<file path="config.mk">
export PLATFORM = sky130hd
export DESIGN_NAME = sram_sync_arbiter
export DESIGN_NICKNAME = d
export VERILOG_FILES = /design/src/rtl/sram_sync_arbiter.sv
export SDC_FILE = /design/constraint.sdc
export NUM_CORES = 1
export LEC_CHECK = 0
export CAP_MARGIN = 40
export CORE_UTILIZATION = 30
export DETAILED_ROUTE_END_ITERATION = 6
export GPL_TIMING_DRIVEN = 1
export PLACE_DENSITY_LB_ADDON = 0.12
export SKIP_CTS_REPAIR_TIMING = 1
export SLEW_MARGIN = 20
export SYNTH_ARGS = -nofsm -noshare
export SYNTH_HDL_FRONTEND = slang
export SYNTH_SLANG_ARGS = --single-unit
export TNS_END_PERCENT = 20
</file>
<file path="constraint.sdc">
create_clock -name iCLK -period 1.85 [get_ports iCLK]
set_clock_uncertainty 0.2 [all_clocks]
set_input_delay 0.2775 -clock iCLK [delete_from_list [all_inputs] [get_ports iCLK]]
set_output_delay 0.2775 -clock iCLK [all_outputs]
set_load 0.01 [all_outputs]
</file>
<file path="src/rtl/sram_sync_arbiter.sv">
// sram_sync_arbiter: shares one SRAM port between VGA scan-out and round-robin pixel engines during sync.
module sram_sync_arbiter #(
    parameter int NUM_REQ = 2,
    parameter int ADDR_W  = 18,
    parameter int DATA_W  = 16
) (
    input  logic                      iCLK,
    input  logic                      iRST,
    input  logic                      iVGA_HS,
    input  logic                      iVGA_VS,
    input  logic                      iPause,
    input  logic [ADDR_W-1:0]         iDisp_Addr,
    input  logic [NUM_REQ-1:0]        iReq,
    input  logic [NUM_REQ-1:0]        iWr,
    input  logic [NUM_REQ*ADDR_W-1:0] iAddr,
    input  logic [NUM_REQ*DATA_W-1:0] iWdata,
    output logic [NUM_REQ-1:0]        oGnt,
    output logic [NUM_REQ-1:0]        oRvalid,
    output logic [DATA_W-1:0]         oRdata,
    output logic [NUM_REQ-1:0]        oLost,
    output logic                      oWindow,
    output logic [ADDR_W-1:0]         oSRAM_ADDR,
    output logic                      oSRAM_WE_N,
    output logic                      oSRAM_DQ_OE,
    output logic [DATA_W-1:0]         oSRAM_WDATA,
    input  logic [DATA_W-1:0]         iSRAM_RDATA
);
    localparam int PW = NUM_REQ > 1 ? $clog2(NUM_REQ) : 1;
    typedef enum logic [1:0] {DISP, ARB, XFER} state_t;
    state_t               state_q, state_d;
    logic                 win, window_q;
    logic [PW-1:0]        ptr_q, ptr_d, w, cand;
    logic [NUM_REQ-1:0]   gnt_q, gnt_d, rvalid_q, rvalid_d, lost_q, lost_d, mask_q, mask_d;
    logic [DATA_W-1:0]    rdata_q, rdata_d, wdata_q, wdata_d;
    logic [ADDR_W-1:0]    addr_q, addr_d;
    logic                 we_n_q, we_n_d;

    assign win = (~iVGA_HS | ~iVGA_VS) & ~iPause;

    always_ff @(posedge iCLK) begin
        if (iRST) begin
            state_q  <= DISP;
            ptr_q    <= PW'(NUM_REQ - 1);
            mask_q   <= '0;
            gnt_q    <= '0;
            rvalid_q <= '0;
            lost_q   <= '0;
            window_q <= 1'b0;
            rdata_q  <= '0;
            addr_q   <= '0;
            we_n_q   <= 1'b1;
            wdata_q  <= '0;
        end else begin
            state_q  <= state_d;
            ptr_q    <= ptr_d;
            mask_q   <= mask_d;
            gnt_q    <= gnt_d;
            rvalid_q <= rvalid_d;
            lost_q   <= lost_d;
            window_q <= win;
            rdata_q  <= rdata_d;
            addr_q   <= addr_d;
            we_n_q   <= we_n_d;
            wdata_q  <= wdata_d;
        end
    end

    // Descending scan so the nearest requester after ptr is the final assignment.
    always_comb begin
        w    = ptr_q;
        cand = '0;
        for (int i = NUM_REQ; i >= 1; i--) begin
            cand = PW'((int'(ptr_q) + i) % NUM_REQ);
            if (iReq[cand]) w = cand;
        end
    end

    always_comb begin
        state_d = state_q;
        unique case (state_q)
            DISP:    state_d = win ? ARB : DISP;
            ARB:     state_d = !win ? DISP : (|iReq ? XFER : ARB);
            XFER:    state_d = win ? ARB : DISP;
            default: state_d = DISP;
        endcase
    end

    always_comb begin
        ptr_d    = ptr_q;
        mask_d   = mask_q;
        gnt_d    = '0;
        rvalid_d = '0;
        lost_d   = '0;
        rdata_d  = rdata_q;
        addr_d   = addr_q;
        we_n_d   = 1'b1;
        wdata_d  = wdata_q;
        unique case (state_q)
            DISP: addr_d = iDisp_Addr;
            ARB: begin
                if (!win) begin
                    addr_d = iDisp_Addr;
                end else if (|iReq) begin
                    addr_d    = iAddr[int'(w)*ADDR_W +: ADDR_W];
                    wdata_d   = iWdata[int'(w)*DATA_W +: DATA_W];
                    we_n_d    = ~iWr[w];
                    gnt_d[w]  = 1'b1;
                    mask_d[w] = 1'b1;
                    ptr_d     = w;
                end
            end
            XFER: begin
                rdata_d  = we_n_q ? iSRAM_RDATA : rdata_q;
                rvalid_d = we_n_q ? gnt_q : '0;
                addr_d   = win ? addr_q : iDisp_Addr;
            end
            default: addr_d = iDisp_Addr;
        endcase
        if (window_q && !win) begin
            lost_d = mask_q;
            mask_d = '0;
        end
    end

    assign oGnt        = gnt_q;
    assign oRvalid     = rvalid_q;
    assign oRdata      = rdata_q;
    assign oLost       = lost_q;
    assign oWindow     = window_q;
    assign oSRAM_ADDR  = addr_q;
    assign oSRAM_WE_N  = we_n_q;
    assign oSRAM_DQ_OE = ~we_n_q;
    assign oSRAM_WDATA = wdata_q;
endmodule

</file>
=== Yosys cells after proc, flatten, opt, wreduce, memory -nomap -nowiden ===
Index checks and enable logic that the tools add are counted.

* Input bits: 111
* Bits in registers: 63
* Logic and storage cells: 68

* Shift-type cells: 2
* $add $sub $neg: 2
* Equality and inequality tests: 4
* Mux-type cells: 18
* Reduce and logical (&&, ||, !) cells: 13
* Multipliers: 1
* $lt $le $gt $ge: 4
* Bitwise gates (word level): 13

{| class="wikitable"
|+ Operator list
! kind !! count
|-
| 2-to-1 mux 18 bit || 3
|-
| one-hot mux 18 bit (2 select lines) || 1
|-
| indexed part select 36 x 7 -> 18 bit || 1
|-
| indexed part select 32 x 6 -> 16 bit || 1
|-
| 2-to-1 mux 1 bit || 10
|-
| NOT 1 bit || 10
|-
| OR reduction 2 bit || 4
|-
| < comparator 1 x 2 -> 1 bit (second input constant) || 3
|-
| multiplier 1 x 4 -> 5 bit (second input constant) || 1
|-
| 2-to-1 mux 2 bit || 2
|-
| one-hot mux 2 bit (2 select lines) || 1
|-
| AND reduction 2 bit || 2
|-
| OR reduction 4 bit || 1
|-
| inequality test 3 bit (second input constant) || 1
|-
| AND reduction 3 bit || 1
|-
| OR reduction 3 bit || 1
|-
| adder 1 bit (second input constant) || 2
|-
| equality test 2 x 1 -> 1 bit (second input constant) || 1
|-
| equality test 2 bit (second input constant) || 1
|-
| logical AND 1 bit || 2
|-
| logical NOT 2 bit || 1
|-
| inequality test 2 bit (second input constant) || 1
|-
| bitwise OR 2 bit || 1
|-
| bitwise AND 1 bit || 1
|-
| other kinds (4) || 4
|}

=== Depth between registers and ports, before layout ===
* Depth in word-level cells: 10
* Gate-level depth with buffers: 7
* Mapped depth without buffers: 4

=== Worst setup path before layout ===
OpenSTA, ideal clock, no wires.

* Path kind: input -> register
* Start: input iVGA_HS
* End: register addr_q[10] (netlist: oSRAM_ADDR[10])
* Buffers on the path: 3
* Stages on the path: 7
* Arrival time: 1,373 ps
* Path slack: 145 ps
* Library setup time: 132 ps
* Cell sequence: a21o_1 buf_6 or2_1 buf_6 buf_6 o311ai_1 a21oi_1

* Word-level cells in the longest chain between the ends: 5
* Elaborated cells on any way between the ends: 8
* Classes of those cells: 2 x eq/ne; 2 x mux; 3 x bitwise; 1 x reduce/logical

{| class="wikitable"
|+ Ends and longest elaborated chain
! element !! RTL line !! RTL
|-
| start, declared || 9 || <nowiki>input logic iVGA_HS,</nowiki>
|-
| NOT 1 bit (*) || 38 || <nowiki>assign win = (~iVGA_HS | ~iVGA_VS) & ~iPause;</nowiki>
|-
| bitwise OR 1 bit (*) || 38 ||
|-
| bitwise AND 1 bit (*) || 38 ||
|-
| 2-to-1 mux 18 bit (tied with other cells) || 101 || <nowiki>if (!win) begin</nowiki>
|-
| one-hot mux 18 bit (2 select lines) / AND reduction 2 bit (equally long branches) || -- ||
|-
| end signal, assigned || 62 || <nowiki>addr_q <= addr_d;</nowiki>
|-
| end, declared || 35 || <nowiki>logic [ADDR_W-1:0] addr_q, addr_d;</nowiki>
|}

Mark *: on every way between the ends. The rest lies on a longest branch, timed or not.
A chain may end at the register's enable or synchronous reset.

=== Worst setup path after layout ===
* Start: register state_q[1]
* End: register addr_q[3] (netlist: oSRAM_ADDR[3])

* Word-level cells in the longest chain between the ends: 3
* Elaborated cells on any way between the ends: 6
* Classes of those cells: 4 x eq/ne; 1 x mux; 1 x reduce/logical

{| class="wikitable"
|+ Ends and longest elaborated chain
! element !! RTL line !! RTL
|-
| start, declared || 30 || <nowiki>state_t state_q, state_d;</nowiki>
|-
| start signal, assigned || 54 || <nowiki>state_q <= state_d;</nowiki>
|-
| equality test 2 x 1 -> 1 bit / equality test 2 bit (equally long branches) || 98 || <nowiki>unique case (state_q)</nowiki>
|-
| inequality test 3 bit (no line) / inequality test 2 bit (equally long branches) || -- ||
|-
| AND reduction 2 bit (no line) || -- ||
|}

Several ways; a longest one is shown, not always the timed one.

==> results by stage <==
Outcome:
- The flow ran to the end, and the final reports show no timing, DRC or antenna violations.

Worst hold path:
- The tightest min-delay check is of the primary input to register type.

Synth:
- Synthesis instantiated 31 different standard cells from the library.
- The area share of the leading cell type in the synthesized netlist is 43.3%.
- Yosys mapped a number of flops with a built-in enable equal to 0.
- After synthesis the cells add up to 2910 µm².
- The Yosys step of the flow raised 0 warnings.
- Synthesis produced 355 cells.
- The average footprint of a synthesized cell is 8.21 µm².
- Sorting the synthesized cells by how often they occur yields nand2_1, dfxtp_1, a21oi_1.
- The synthesized design spends more area on one cell type than any other, namely dfxtp_1.
- The most common flop cell mapped by yosys is dfxtp_1.
- The share of flip-flops with an asynchronous set or reset after synthesis is 0%.
- The synthesized net count is 466.
- The library cell with the highest instance count after synthesis is nand2_1.
- Sorting the synthesized cells by area gives the leading types as dfxtp_1, nand2_1, a21oi_1, o311ai_1, o21bai_1.
- The proportion of synthesized chip area in sequential cells is 43.3%.
- In this run, synthesis produced a sequential element count of 63.

Critical path:
- The maximum net fanout on the critical path is 18.
- For the worst setup path, the data required time is 1.87 ns.
- The delay of the slowest cell on the worst path is 0.34 ns.
- On the critical path, the stage with the largest delay is an instance of dfxtp_1.
- The critical path goes through nand2b_2 -> or2_1 -> buf_12 -> o311ai_1 -> a21oi_1.
- The critical path class is register to register.
- The element type at the critical path start is a register.
- For the worst setup path, the data arrival time is 1.77 ns.
- The nature of the critical path endpoint is a register.

Clock tree:
- For this design, the sink count on the clock tree is 63.
- The maximum level of the CTS H-tree is 3.
- The worst-skew pair later-pin latency is 0.33 ns.
- Clock-pin slew was measured on the worst setup and hold paths at 0.08 ns.
- Clock tree synthesis inserted a total of 9 buffers.
- Counting along the longest clock path gives a buffer depth of 2.
- The clock tree root driver cell is clkbuf_8.
- The CTS tree is done.

Routing:
- The number of DRC markers after the initial detailed-route iteration is 41.
- The iteration count of the initial detailed-routing pass is 4.
- In the final routed layout, each cell accounts on average for 13.8 µm.
- The routed design has 9010 µm of wire.
- In the routed layout, each cell is associated on average with a via count of 4.76.
- The total DRC errors in the routed layout is 0.
- The total vias in the final route is 3106.
- The antenna violation net count after detailed routing is 0.

Power and ir drop:
- Combinational logic is responsible for 18.7% of the overall power.
- For this design the static power due to leakage is 1.85 nW.
- The power density over the cells is 674 nW/µm².
- The internal power component is 2.58 mW.
- The share of total power dissipated in the clock network is 39.7%.
- The sequential fraction of design power is 41.6%.
- Across the VDD grid, the largest voltage drop is 0.000439 V.
- The net switching power is 849 µW.
- Of the total power, the share spent switching nets is 24.7%.

Timing:
- Setup violations remaining at the end of the flow were counted as 0.
- Counting I/O delays and the setup requirement, the final critical path takes 1.75 ns.
- In this run the tightest slew margin relative to its limit is 67.6%.
- The post-route fraction of the period consumed by the critical path is 94.5%.
- The total count of hold-check failures in the final report is 0.
- For this run, the top clock speed supported by timing is 0.572 GHz.
- The number of pins exceeding their max-slew limit in the final report was 0.
- In the final timing run, aggregate negative setup slack is 0 ns.
- The transition time of the tightest slew-check pin is 0.485 ns.

Final layout:
- The filler cells instantiated in the layout total 903.
- Compared with the post-synthesis result, the final layout area differs by 74.8%.
- After routing the design area is 5090 µm².
- Of the cells placed in the final design, the portion with a size suffix greater than 1 is 8.59%.
- The final antenna diode count is 0.
- At the end of the flow, the number of nets in the layout was 630.

Placement:
- The post-placement cell area is 4830 µm².
- The global placement routability congestion is 0.743.
- The HPWL after detailed placement is 6460 µm.
- The number of port buffers is 169.

Floorplan:
- After floorplanning, the core was sized to cover 9330 µm².
- The die width is 101 µm.
- The full die area is 10100 µm².
- The cell row count is 35.
- The die is 101 µm tall.
- For this design the top-level I/O count stands at 170.
- The initial core utilization is 31.2%.

GRT:
- For this run, the total global-route usage over all layers was measured as 17.9%.
- The number of global-route vias before repair was 2991.
- The first global-routing pass estimated 14200 µm of wire.
- The largest net degree at the start of global routing is 37.
- Global routing finished with a remaining overflow of 0.
- The initial antenna violation count came to 0.

Flow run:
- Max-cap violations in this run came to 0.
## through the flow
step           std cells  utilization, %  total power, mW  setup WS, ns  hold slack (ns)
6_report             653            54.6             3.43         0.102            0.183
5_1_grt              653            54.6             3.60      -0.00457            0.214
3_3_place_gp         637            51.8             2.09        -0.189            0.241
4_1_cts              653            54.3             3.48        0.0652            0.163
2_1_floorplan        355               -             1.70         0.145            0.213
3_5_place_dp         637            51.8             2.10        -0.228            0.246
## logic make-up (layout without fill, tap and decap cells)
kind of cell	after synthesis	count (layout)	synth area share [%]
flops	63	63	43.3
simple gates	143	143	22.2
mux	1	1	0.386
compound gates	112	112	27.7
buf+inv	36	205	6.40
## critical path, delay by kind of cell, from the launching register on
family          cells  cell delay (ns)
compound gates      2             0.41
buf+inv             1             0.16
flops               1             0.34
simple gates        2             0.52
## worst paths after layout
kind | startpoint | to | slack (ns) | cells past startpoint
worst max-delay path | state_q[1] | oSRAM_ADDR[3] | 0.10 | 5
worst min-delay path | iRST | oWindow | 0.18 | 2
worst max register to register | state_q[1] | oSRAM_ADDR[3] | 0.10 | 5
worst min register to register | oRdata[10] | oRdata[10] | 0.25 | 2
## cell usage in the layout (no fill, tap or decap), drive strengths merged, types with 16 or more instances in the layout
cell,synthesis,routed
a21boi,18,18
a21oi,36,36
a311oi,16,16
and3,18,18
buf,19,20
clkdlybuf4s50,0,168
dfxtp,63,63
nand2,86,86
nor2,21,21
o21bai,20,20
o311ai,18,18
## flip-flops by register name, indices dropped and copies added, names as in the netlist
| register | flops |
|---|---|
| mask_q | 2 |
| oGnt | 2 |
| oLost | 2 |
| oRdata | 16 |
| oRvalid | 2 |
| oSRAM_ADDR | 18 |
| oSRAM_WDATA | 16 |
| oSRAM_WE_N | 1 |
| oWindow | 1 |
| ptr_q | 1 |
| state_q | 2 |
## final cells by class
class	count	area [µm²]	area share (%)
Tap cell	129	161	3.17
Clock inverter	7	103	2.01
Clock buffer	9	124	2.43
Sequential cell	63	1260	24.8
Inverter	1	3.75	0.0737
Timing Repair Buffer	188	1940	38.1
Multi-Input combinational cell	256	1500	29.4
## power groups by stage
stage	Combinational (mW)	Sequential, mW	Clock (mW)
6_report	0.643	1.43	1.36
4_1_cts	0.643	1.43	1.41
3_5_place_dp	0.641	1.46	0
3_3_place_gp	0.635	1.46	0
5_1_grt	0.696	1.44	1.47
2_1_floorplan	0.220	1.48	0
## per-layer routing
layer / vias to the layer above / GRT usage [%] / wire [µm]
li1: 1581 / - / -
met1: 1419 / 19.9 / 3800
met2: 102 / 32.1 / 4510
met3: 4 / 6.66 / 647
met4: 0 / 4.01 / 48
met5: - / 0 / 0
Power figures use the tool's default switching activity.
